$ cat config.mk
export PLATFORM = sky130hd
export DESIGN_NAME = host_axil_bridge_flat
export DESIGN_NICKNAME = d
export VERILOG_FILES = /design/src/rtl/host_axil_pkg.sv /design/src/rtl/host_axil_bridge_if.sv /design/src/rtl/host_axil_watchdog.sv /design/src/rtl/host_axil_bridge.sv /design/src/flat_wrapper.sv
export SDC_FILE = /design/constraint.sdc
export NUM_CORES = 1
export LEC_CHECK = 0
export CAP_MARGIN = 20
export CORE_MARGIN = 5
export CORE_UTILIZATION = 40
export DETAILED_ROUTE_END_ITERATION = 6
export GPL_ROUTABILITY_DRIVEN = 1
export PLACE_DENSITY_LB_ADDON = 0.15
export REMOVE_ABC_BUFFERS = 1
export SYNTH_ARGS = -nofsm -noshare
export SYNTH_HDL_FRONTEND = slang
export SYNTH_SLANG_ARGS = --single-unit
$ cat constraint.sdc
create_clock -name clock -period 2.5 [get_ports clock]
set_clock_uncertainty 0.2 [all_clocks]
set_input_delay 0.375 -clock clock [delete_from_list [all_inputs] [get_ports clock]]
set_output_delay 0.375 -clock clock [all_outputs]
set_load 0.03 [all_outputs]
$ cat src/rtl/host_axil_pkg.sv
// Shared types and constants for the host-to-AXI4-Lite control bridge.
// Optional response watchdog is enabled by defining HOST_AXIL_TIMEOUT_EN.
package host_axil_pkg;

    typedef enum logic [2:0] {
        IDLE,
        RD_ADDR,
        RD_DATA,
        WR_REQ,
        WR_RESP,
        RESP,
        DRAIN
    } state_t;

    localparam logic [1:0] AXI_RESP_OKAY   = 2'b00;
    localparam logic [1:0] AXI_RESP_EXOKAY = 2'b01;
    localparam logic [1:0] AXI_RESP_SLVERR = 2'b10;
    localparam logic [1:0] AXI_RESP_DECERR = 2'b11;

    localparam logic [31:0] TIMEOUT_DATA = 32'hDEAD_BEEF;

    // Anything but OKAY is reported to the host; EXOKAY has no meaning on AXI4-Lite.
    function automatic logic resp_is_err(input logic [1:0] resp);
        return (resp == AXI_RESP_EXOKAY) || (resp == AXI_RESP_SLVERR) ||
               (resp == AXI_RESP_DECERR) || (resp != AXI_RESP_OKAY);
    endfunction

endpackage

$ cat src/rtl/host_axil_bridge_if.sv
// AXI4-Lite control channel bundle with manager (master) and subordinate (slave) views.
// Optional response watchdog of the bridge is enabled by defining HOST_AXIL_TIMEOUT_EN.
interface host_axil_bridge_if #(
    parameter int ADDR_BITS = 6,
    parameter int DATA_BITS = 32,
    parameter int STRB_BITS = DATA_BITS / 8
);
    logic                 awvalid;
    logic                 awready;
    logic [ADDR_BITS-1:0] awaddr;
    logic                 wvalid;
    logic                 wready;
    logic [DATA_BITS-1:0] wdata;
    logic [STRB_BITS-1:0] wstrb;
    logic                 arvalid;
    logic                 arready;
    logic [ADDR_BITS-1:0] araddr;
    logic                 rvalid;
    logic                 rready;
    logic [DATA_BITS-1:0] rdata;
    logic [1:0]           rresp;
    logic                 bvalid;
    logic                 bready;
    logic [1:0]           bresp;

    modport master (
        output awvalid, awaddr, wvalid, wdata, wstrb, arvalid, araddr, rready, bready,
        input  awready, wready, arready, rvalid, rdata, rresp, bvalid, bresp
    );

    modport slave (
        input  awvalid, awaddr, wvalid, wdata, wstrb, arvalid, araddr, rready, bready,
        output awready, wready, arready, rvalid, rdata, rresp, bvalid, bresp
    );

endinterface

$ cat src/rtl/host_axil_watchdog.sv
// Cycle counter that flags when a response wait has lasted TIMEOUT_CYCLES cycles.
// Only instantiated when HOST_AXIL_TIMEOUT_EN is defined.
module host_axil_watchdog #(
    parameter int TIMEOUT_CYCLES = 1024
) (
    input  logic clock,
    input  logic reset_n,
    input  logic clear,
    input  logic enable,
    output logic expired
);

    localparam int CW = (TIMEOUT_CYCLES > 2) ? $clog2(TIMEOUT_CYCLES) : 1;

    logic [CW-1:0] count;

    always_ff @(posedge clock or negedge reset_n) begin
        if (!reset_n) begin
            count <= '0;
        end else if (clear) begin
            count <= '0;
        end else if (enable && !expired) begin
            count <= count + 1'b1;
        end
    end

    // Expiry is flagged in the limit cycle itself so the bridge can leave on that edge.
    assign expired = enable && (count == CW'(TIMEOUT_CYCLES - 1));

endmodule

$ cat src/rtl/host_axil_bridge.sv
// Host register request port to a single AXI4-Lite manager port, one transaction at a time.
// Define HOST_AXIL_TIMEOUT_EN to add the response watchdog and the DRAIN state.
module host_axil_bridge
    import host_axil_pkg::*;
#(
    parameter int HOST_ADDR_BITS     = 8,
    parameter int HOST_DATA_BITS     = 32,
    parameter int HOST_AXI_ADDR_BITS = 6,
    parameter int HOST_AXI_DATA_BITS = 32,
    parameter int HOST_AXI_STRB_BITS = HOST_AXI_DATA_BITS / 8,
    parameter int TIMEOUT_CYCLES     = 1024
) (
    input  logic                          clock,
    input  logic                          reset_n,
    input  logic                          host_req_valid,
    input  logic                          host_req_opcode,
    input  logic [HOST_ADDR_BITS-1:0]     host_req_addr,
    input  logic [HOST_DATA_BITS-1:0]     host_req_value,
    input  logic [HOST_AXI_STRB_BITS-1:0] host_req_strb,
    output logic                          host_req_deq,
    output logic                          host_resp_valid,
    input  logic                          host_resp_ready,
    output logic                          host_resp_opcode,
    output logic                          host_resp_err,
    output logic [HOST_DATA_BITS-1:0]     host_resp_bits,
    host_axil_bridge_if.master            s_axi_control
);

    if ((HOST_AXI_ADDR_BITS > HOST_ADDR_BITS) || (HOST_AXI_DATA_BITS != HOST_DATA_BITS) ||
        (TIMEOUT_CYCLES < 2)) begin : g_bad_params
        $error("host_axil_bridge: inconsistent parameters");
    end

    state_t                          state;
    logic                            opcode_q;
    logic [HOST_AXI_ADDR_BITS-1:0]   addr_q;
    logic [HOST_DATA_BITS-1:0]       value_q;
    logic [HOST_AXI_STRB_BITS-1:0]   strb_q;
    logic                            awvalid_q;
    logic                            wvalid_q;
    logic                            arvalid_q;
    logic                            rready_q;
    logic                            bready_q;
    logic                            aw_done;
    logic                            w_done;
    logic                            aw_fire;
    logic                            w_fire;
    logic                            out_of_range;
    logic                            expired;
`ifdef HOST_AXIL_TIMEOUT_EN
    logic                            drain_q;
    logic                            wait_resp;

    assign wait_resp = (state == RD_DATA) || (state == WR_RESP);

    host_axil_watchdog #(
        .TIMEOUT_CYCLES(TIMEOUT_CYCLES)
    ) u_watchdog (
        .clock   (clock),
        .reset_n (reset_n),
        .clear   (!wait_resp),
        .enable  (wait_resp),
        .expired (expired)
    );
`else
    assign expired = 1'b0;
`endif

    // Gated by reset_n so the dequeue strobe drops the instant reset is asserted.
    assign host_req_deq = reset_n && (state == IDLE) && host_req_valid;
    assign out_of_range = |(host_req_addr >> HOST_AXI_ADDR_BITS);
    assign aw_fire      = awvalid_q && s_axi_control.awready;
    assign w_fire       = wvalid_q && s_axi_control.wready;

    assign s_axi_control.awvalid = awvalid_q;
    assign s_axi_control.awaddr  = addr_q;
    assign s_axi_control.wvalid  = wvalid_q;
    assign s_axi_control.wdata   = value_q;
    assign s_axi_control.wstrb   = strb_q;
    assign s_axi_control.arvalid = arvalid_q;
    assign s_axi_control.araddr  = addr_q;
    assign s_axi_control.rready  = rready_q;
    assign s_axi_control.bready  = bready_q;

    always_ff @(posedge clock or negedge reset_n) begin
        if (!reset_n) begin
            state            <= IDLE;
            opcode_q         <= 1'b0;
            addr_q           <= '0;
            value_q          <= '0;
            strb_q           <= '0;
            awvalid_q        <= 1'b0;
            wvalid_q         <= 1'b0;
            arvalid_q        <= 1'b0;
            rready_q         <= 1'b0;
            bready_q         <= 1'b0;
            aw_done          <= 1'b0;
            w_done           <= 1'b0;
            host_resp_valid  <= 1'b0;
            host_resp_opcode <= 1'b0;
            host_resp_err    <= 1'b0;
            host_resp_bits   <= '0;
`ifdef HOST_AXIL_TIMEOUT_EN
            drain_q          <= 1'b0;
`endif
        end else begin
            case (state)
                IDLE: begin
                    if (host_req_valid) begin
                        opcode_q         <= host_req_opcode;
                        addr_q           <= host_req_addr[HOST_AXI_ADDR_BITS-1:0];
                        value_q          <= host_req_value;
                        strb_q           <= host_req_strb;
                        host_resp_opcode <= host_req_opcode;
                        if (out_of_range) begin
                            host_resp_valid <= 1'b1;
                            host_resp_err   <= 1'b1;
                            host_resp_bits  <= '0;
                            state           <= RESP;
                        end else if (host_req_opcode) begin
                            awvalid_q <= 1'b1;
                            wvalid_q  <= 1'b1;
                            aw_done   <= 1'b0;
                            w_done    <= 1'b0;
                            state     <= WR_REQ;
                        end else begin
                            arvalid_q <= 1'b1;
                            state     <= RD_ADDR;
                        end
                    end
                end
                RD_ADDR: begin
                    if (s_axi_control.arready) begin
                        arvalid_q <= 1'b0;
                        rready_q  <= 1'b1;
                        state     <= RD_DATA;
                    end
                end
                RD_DATA: begin
                    if (s_axi_control.rvalid) begin
                        rready_q        <= 1'b0;
                        host_resp_bits  <= s_axi_control.rdata;
                        host_resp_err   <= resp_is_err(s_axi_control.rresp);
                        host_resp_valid <= 1'b1;
                        state           <= RESP;
                    end else if (expired) begin
                        rready_q        <= 1'b0;
                        host_resp_bits  <= HOST_DATA_BITS'(TIMEOUT_DATA);
                        host_resp_err   <= 1'b1;
                        host_resp_valid <= 1'b1;
                        state           <= RESP;
`ifdef HOST_AXIL_TIMEOUT_EN
                        drain_q         <= 1'b1;
`endif
                    end
                end
                WR_REQ: begin
                    // AW and W complete independently; leave only when both have.
                    if (aw_fire) begin
                        awvalid_q <= 1'b0;
                        aw_done   <= 1'b1;
                    end
                    if (w_fire) begin
                        wvalid_q <= 1'b0;
                        w_done   <= 1'b1;
                    end
                    if ((aw_done || aw_fire) && (w_done || w_fire)) begin
                        bready_q <= 1'b1;
                        state    <= WR_RESP;
                    end
                end
                WR_RESP: begin
                    if (s_axi_control.bvalid) begin
                        bready_q        <= 1'b0;
                        host_resp_bits  <= '0;
                        host_resp_err   <= resp_is_err(s_axi_control.bresp);
                        host_resp_valid <= 1'b1;
                        state           <= RESP;
                    end else if (expired) begin
                        bready_q        <= 1'b0;
                        host_resp_bits  <= HOST_DATA_BITS'(TIMEOUT_DATA);
                        host_resp_err   <= 1'b1;
                        host_resp_valid <= 1'b1;
                        state           <= RESP;
`ifdef HOST_AXIL_TIMEOUT_EN
                        drain_q         <= 1'b1;
`endif
                    end
                end
                RESP: begin
                    if (host_resp_ready) begin
                        host_resp_valid <= 1'b0;
                        state           <= IDLE;
`ifdef HOST_AXIL_TIMEOUT_EN
                        // A timed-out transaction still owes a beat; swallow it before idling.
                        if (drain_q) begin
                            drain_q  <= 1'b0;
                            rready_q <= !opcode_q;
                            bready_q <= opcode_q;
                            state    <= DRAIN;
                        end
`endif
                    end
                end
`ifdef HOST_AXIL_TIMEOUT_EN
                DRAIN: begin
                    if ((opcode_q && s_axi_control.bvalid) || (!opcode_q && s_axi_control.rvalid)) begin
                        rready_q <= 1'b0;
                        bready_q <= 1'b0;
                        state    <= IDLE;
                    end
                end
`endif
                default: state <= IDLE;
            endcase
        end
    end

endmodule

$ cat src/flat_wrapper.sv
// flat-port wrapper written by rule: the top's interface ports become plain ports
module host_axil_bridge_flat import host_axil_pkg::*;
#(
    parameter int HOST_ADDR_BITS     = 8,
    parameter int HOST_DATA_BITS     = 32,
    parameter int HOST_AXI_ADDR_BITS = 6,
    parameter int HOST_AXI_DATA_BITS = 32,
    parameter int HOST_AXI_STRB_BITS = HOST_AXI_DATA_BITS / 8,
    parameter int TIMEOUT_CYCLES     = 1024
)
  (clock, reset_n, host_req_valid, host_req_opcode, host_req_addr, host_req_value, host_req_strb, host_req_deq, host_resp_valid, host_resp_ready, host_resp_opcode, host_resp_err, host_resp_bits, s_axi_control_awvalid, s_axi_control_awaddr, s_axi_control_wvalid, s_axi_control_wdata, s_axi_control_wstrb, s_axi_control_arvalid, s_axi_control_araddr, s_axi_control_rready, s_axi_control_bready, s_axi_control_awready, s_axi_control_wready, s_axi_control_arready, s_axi_control_rvalid, s_axi_control_rdata, s_axi_control_rresp, s_axi_control_bvalid, s_axi_control_bresp);
  host_axil_bridge_if #(.ADDR_BITS((6)), .DATA_BITS((32)), .STRB_BITS((4))) s_axi_control_i ();
  input  logic clock;
  input  logic reset_n;
  input  logic host_req_valid;
  input  logic host_req_opcode;
  input  logic [HOST_ADDR_BITS-1:0] host_req_addr;
  input  logic [HOST_DATA_BITS-1:0] host_req_value;
  input  logic [HOST_AXI_STRB_BITS-1:0] host_req_strb;
  output logic host_req_deq;
  output logic host_resp_valid;
  input  logic host_resp_ready;
  output logic host_resp_opcode;
  output logic host_resp_err;
  output logic [HOST_DATA_BITS-1:0] host_resp_bits;
  output wire logic [$bits(s_axi_control_i.awvalid)-1:0] s_axi_control_awvalid;
  output wire logic [$bits(s_axi_control_i.awaddr)-1:0] s_axi_control_awaddr;
  output wire logic [$bits(s_axi_control_i.wvalid)-1:0] s_axi_control_wvalid;
  output wire logic [$bits(s_axi_control_i.wdata)-1:0] s_axi_control_wdata;
  output wire logic [$bits(s_axi_control_i.wstrb)-1:0] s_axi_control_wstrb;
  output wire logic [$bits(s_axi_control_i.arvalid)-1:0] s_axi_control_arvalid;
  output wire logic [$bits(s_axi_control_i.araddr)-1:0] s_axi_control_araddr;
  output wire logic [$bits(s_axi_control_i.rready)-1:0] s_axi_control_rready;
  output wire logic [$bits(s_axi_control_i.bready)-1:0] s_axi_control_bready;
  input wire logic [$bits(s_axi_control_i.awready)-1:0] s_axi_control_awready;
  input wire logic [$bits(s_axi_control_i.wready)-1:0] s_axi_control_wready;
  input wire logic [$bits(s_axi_control_i.arready)-1:0] s_axi_control_arready;
  input wire logic [$bits(s_axi_control_i.rvalid)-1:0] s_axi_control_rvalid;
  input wire logic [$bits(s_axi_control_i.rdata)-1:0] s_axi_control_rdata;
  input wire logic [$bits(s_axi_control_i.rresp)-1:0] s_axi_control_rresp;
  input wire logic [$bits(s_axi_control_i.bvalid)-1:0] s_axi_control_bvalid;
  input wire logic [$bits(s_axi_control_i.bresp)-1:0] s_axi_control_bresp;
  assign s_axi_control_awvalid = s_axi_control_i.awvalid;
  assign s_axi_control_awaddr = s_axi_control_i.awaddr;
  assign s_axi_control_wvalid = s_axi_control_i.wvalid;
  assign s_axi_control_wdata = s_axi_control_i.wdata;
  assign s_axi_control_wstrb = s_axi_control_i.wstrb;
  assign s_axi_control_arvalid = s_axi_control_i.arvalid;
  assign s_axi_control_araddr = s_axi_control_i.araddr;
  assign s_axi_control_rready = s_axi_control_i.rready;
  assign s_axi_control_bready = s_axi_control_i.bready;
  assign s_axi_control_i.awready = s_axi_control_awready;
  assign s_axi_control_i.wready = s_axi_control_wready;
  assign s_axi_control_i.arready = s_axi_control_arready;
  assign s_axi_control_i.rvalid = s_axi_control_rvalid;
  assign s_axi_control_i.rdata = s_axi_control_rdata;
  assign s_axi_control_i.rresp = s_axi_control_rresp;
  assign s_axi_control_i.bvalid = s_axi_control_bvalid;
  assign s_axi_control_i.bresp = s_axi_control_bresp;
  host_axil_bridge #(.HOST_ADDR_BITS(HOST_ADDR_BITS), .HOST_DATA_BITS(HOST_DATA_BITS), .HOST_AXI_ADDR_BITS(HOST_AXI_ADDR_BITS), .HOST_AXI_DATA_BITS(HOST_AXI_DATA_BITS), .HOST_AXI_STRB_BITS(HOST_AXI_STRB_BITS), .TIMEOUT_CYCLES(TIMEOUT_CYCLES)) u_core (.clock(clock), .reset_n(reset_n), .host_req_valid(host_req_valid), .host_req_opcode(host_req_opcode), .host_req_addr(host_req_addr), .host_req_value(host_req_value), .host_req_strb(host_req_strb), .host_req_deq(host_req_deq), .host_resp_valid(host_resp_valid), .host_resp_ready(host_resp_ready), .host_resp_opcode(host_resp_opcode), .host_resp_err(host_resp_err), .host_resp_bits(host_resp_bits), .s_axi_control(s_axi_control_i));
endmodule
==> metrics.yaml <==
cts-buffers-inserted: 9
cp.required_ps: 1920
power.share.clock: 0.127
grt_max_degree: 88
setup_ws_ps: 248
ctsResizeCount: 0
syn_avg_cell_area_um2: 12.1
crit_fanout: 7
core_area_um2: 9240
hold_ws_ps: 312
syn_area_um2: 3780
pin_count: 179
placed_cell_area_um2: 5680
rows: 35
dp_slack_ps: 236
worstSetupPathType: "input port to output pin"
hold_viol: 0
hold_path_class: "flip-flop to flip-flop"
nNetsFinal: 585
final_area_um2: 5900
utilization: 0.639
num-fill-cells: 798
synth-main-ff-cell: "dfrtp_1"
grt_pass1_wl_um: 15600
drv_cap: 0
cts_tree: "built"
cts_setup_buffers: 0
wl_per_cell_um: 15.7
vias_per_cell: 4.60
final_max_slew_viol_count: 0
firstDrtPassIters: 4
grt_pass1_vias: 3063
die_area_um2: 11500
setup_viol: 0
drive_gt1_frac: 0.164
start_util: 0.410
final_common_cell: "clkdlybuf4s50_1"
hpwl_um: 7450
yosysSeqAreaShare: 0.575
power.switching_mw: 3.50
cts_max_path_buffers: 2
root_buffer: "clkbuf_8"
drc_errors: 0
die_y_um: 107
clkTransAtPathRegs_ps: 90
rsz0062_at_grt: "false"
ys_seq_elements: 87
cts.sinks: 87
cp-start-kind: "input port"
layout_min_cycle_time_ps: 2250
port_buffers: 178
antenna_found_initial: 0
critPathMaxStageDelay_ps: 530
setup_tns_ps: 0
grt_use_total: 0.173
area_growth_syn_to_layout_pct: 56.0
status: "completed"
vias: 2893
path_buf_inv: 2
worst_path_max_delay_cell: "clkdlybuf4s50_1"
crit_family: "buffers and inverters"
endpoint_kind: "output pin"
place.gp.congestion: 0.764
tightestPinTransition_ps: 478
yosysUniqueCellTypes: 33
powerDensity_nw_per_um2: 1380
fin_crit_sh: 0.901
die_x_um: 107
pwr-share-comb: 0.567
async_flop_share: 1.00
htree_levels: 3
max-slew-margin-rel: 0.682
mostFrequentLayoutCells: "176 x clkdlybuf4s50_1, 87 x dfrtp_1, 45 x mux2_2"
switching_share: 0.428
postRouteAntennaNets: 0
clk-insertion-delay-late_ps: 340
seqPwrFrac: 0.306
overflow: 0
cp_cell_sequence: "clkdlybuf4s50_1 -> nand2b_4 -> nor3_4 -> and2_1 -> buf_4"
cts_hold_buf: 1
arrival_ps: 1680
first_iter_violations: 92
synth_cells: 314
wirelength_um: 9850
max_freq_ghz: 0.444
diodes: 0
ys_warn_count: 0
leakage_nw: 2.59
synth_edf_count: 0
internal_power_mw: 4.67
vdd_drop_max_mv: 0.692
layer usage:
| metal | track usage | up-vias | part of all wire | routed length [um] |
|---|---|---|---|---|
| met5 | 0 | - | 0 | 0 |
| met3 | 0.0708 | 9 | 0.094 | 924 |
| met4 | 0.0521 | 0 | 0.011 | 106 |
| met2 | 0.278 | 100 | 0.49 | 4870 |
| li1 | - | 1387 | - | - |
| met1 | 0.213 | 1397 | 0.40 | 3950 |
per-stage QoR:
| stage | power (mW) | instances |
|---|---|---|
| finish | 8.17 | 629 |
| global route | 8.64 | 629 |
| CTS | 8.27 | 629 |
| detailed placement | 7.20 | 612 |
| global placement | 7.12 | 612 |
| floorplan | 5.17 | 293 |
registers in the layout, summed over array words and instances, names as in the netlist:
register / flops
u_core.host_resp_bits: 32
u_core.s_axi_control.wdata: 32
u_core.s_axi_control.araddr: 6
u_core.s_axi_control.wstrb: 4
u_core.state: 3
u_core.aw_done: 1
u_core.host_resp_err: 1
u_core.host_resp_opcode: 1
u_core.host_resp_valid: 1
u_core.s_axi_control.arvalid: 1
u_core.s_axi_control.awvalid: 1
u_core.s_axi_control.bready: 1
u_core.s_axi_control.rready: 1
u_core.s_axi_control.wvalid: 1
u_core.w_done: 1
cell families (layout without fill, tap and decap cells):
family                 after synthesis  count (layout)  share of synthesized area
multiplexers                        78              78                      0.221
buffers and inverters               59             245                     0.0797
AO/OA/AOI/OAI                       30              30                     0.0493
AND/OR/NAND/NOR                     60              60                     0.0747
flip-flops                          87              87                      0.575
layout make-up:
type	count	area, um2	share of cell area
clock buffer	10	138	0.0233
clock inverter	6	72.6	0.0123
inverter	38	143	0.0242
multi-input combinational	168	1320	0.224
sequential	87	2180	0.369
tap	129	161	0.0273
timing repair buffer	191	1890	0.320
synthesized netlist by cell type, types with 2 or more instances:
cell      instances  area share
mux2i_1          33       0.087
buf_6             7       0.021
o21ai_1           2      0.0026
clkbuf_1          4      0.0040
o21ai_0           7      0.0093
and3_1            2      0.0033
nor2_1           10      0.0099
dfrtp_1          87        0.58
mux2_2           45        0.13
a22o_1            2      0.0046
inv_1            37       0.037
buf_2             4      0.0053
buf_4             6       0.012
nand2_1          38       0.038
a31oi_1           5      0.0083
a21oi_1           8       0.011
worst paths after layout:
path,from,endpoint,slack (ps),cells after the start
worst min-delay path,u_core.s_axi_control.wdata[24],u_core.s_axi_control.wdata[24],310,1
worst min register to register,u_core.s_axi_control.wdata[24],u_core.s_axi_control.wdata[24],310,1
worst max register to register,u_core.state[1],u_core.host_resp_bits[18],450,5
min in group asynchronous,reset_n,u_core.host_resp_bits[26],420,3
max in group asynchronous,reset_n,u_core.state[0],1290,3
worst max-delay path,host_req_valid,host_req_deq,250,5
power by group through the flow:
stage          clock network, mW  registers, mW  logic (mW)
3_5_place_dp                   0           2.52        4.68
6_report                    1.04           2.50        4.63
4_1_cts                     1.07           2.51        4.69
2_1_floorplan                  0           3.88        1.28
3_3_place_gp                   0           2.50        4.62
5_1_grt                     1.13           2.61        4.90
worst register-to-register path: stages (launching register included):
cell and delay, ps:
dfrtp_1 530, nor2_1 310, nand2_1 180, o2111ai_4 190
buf_4 340, mux2i_1 240
Note: power is estimated with default switching activity, not from simulation.
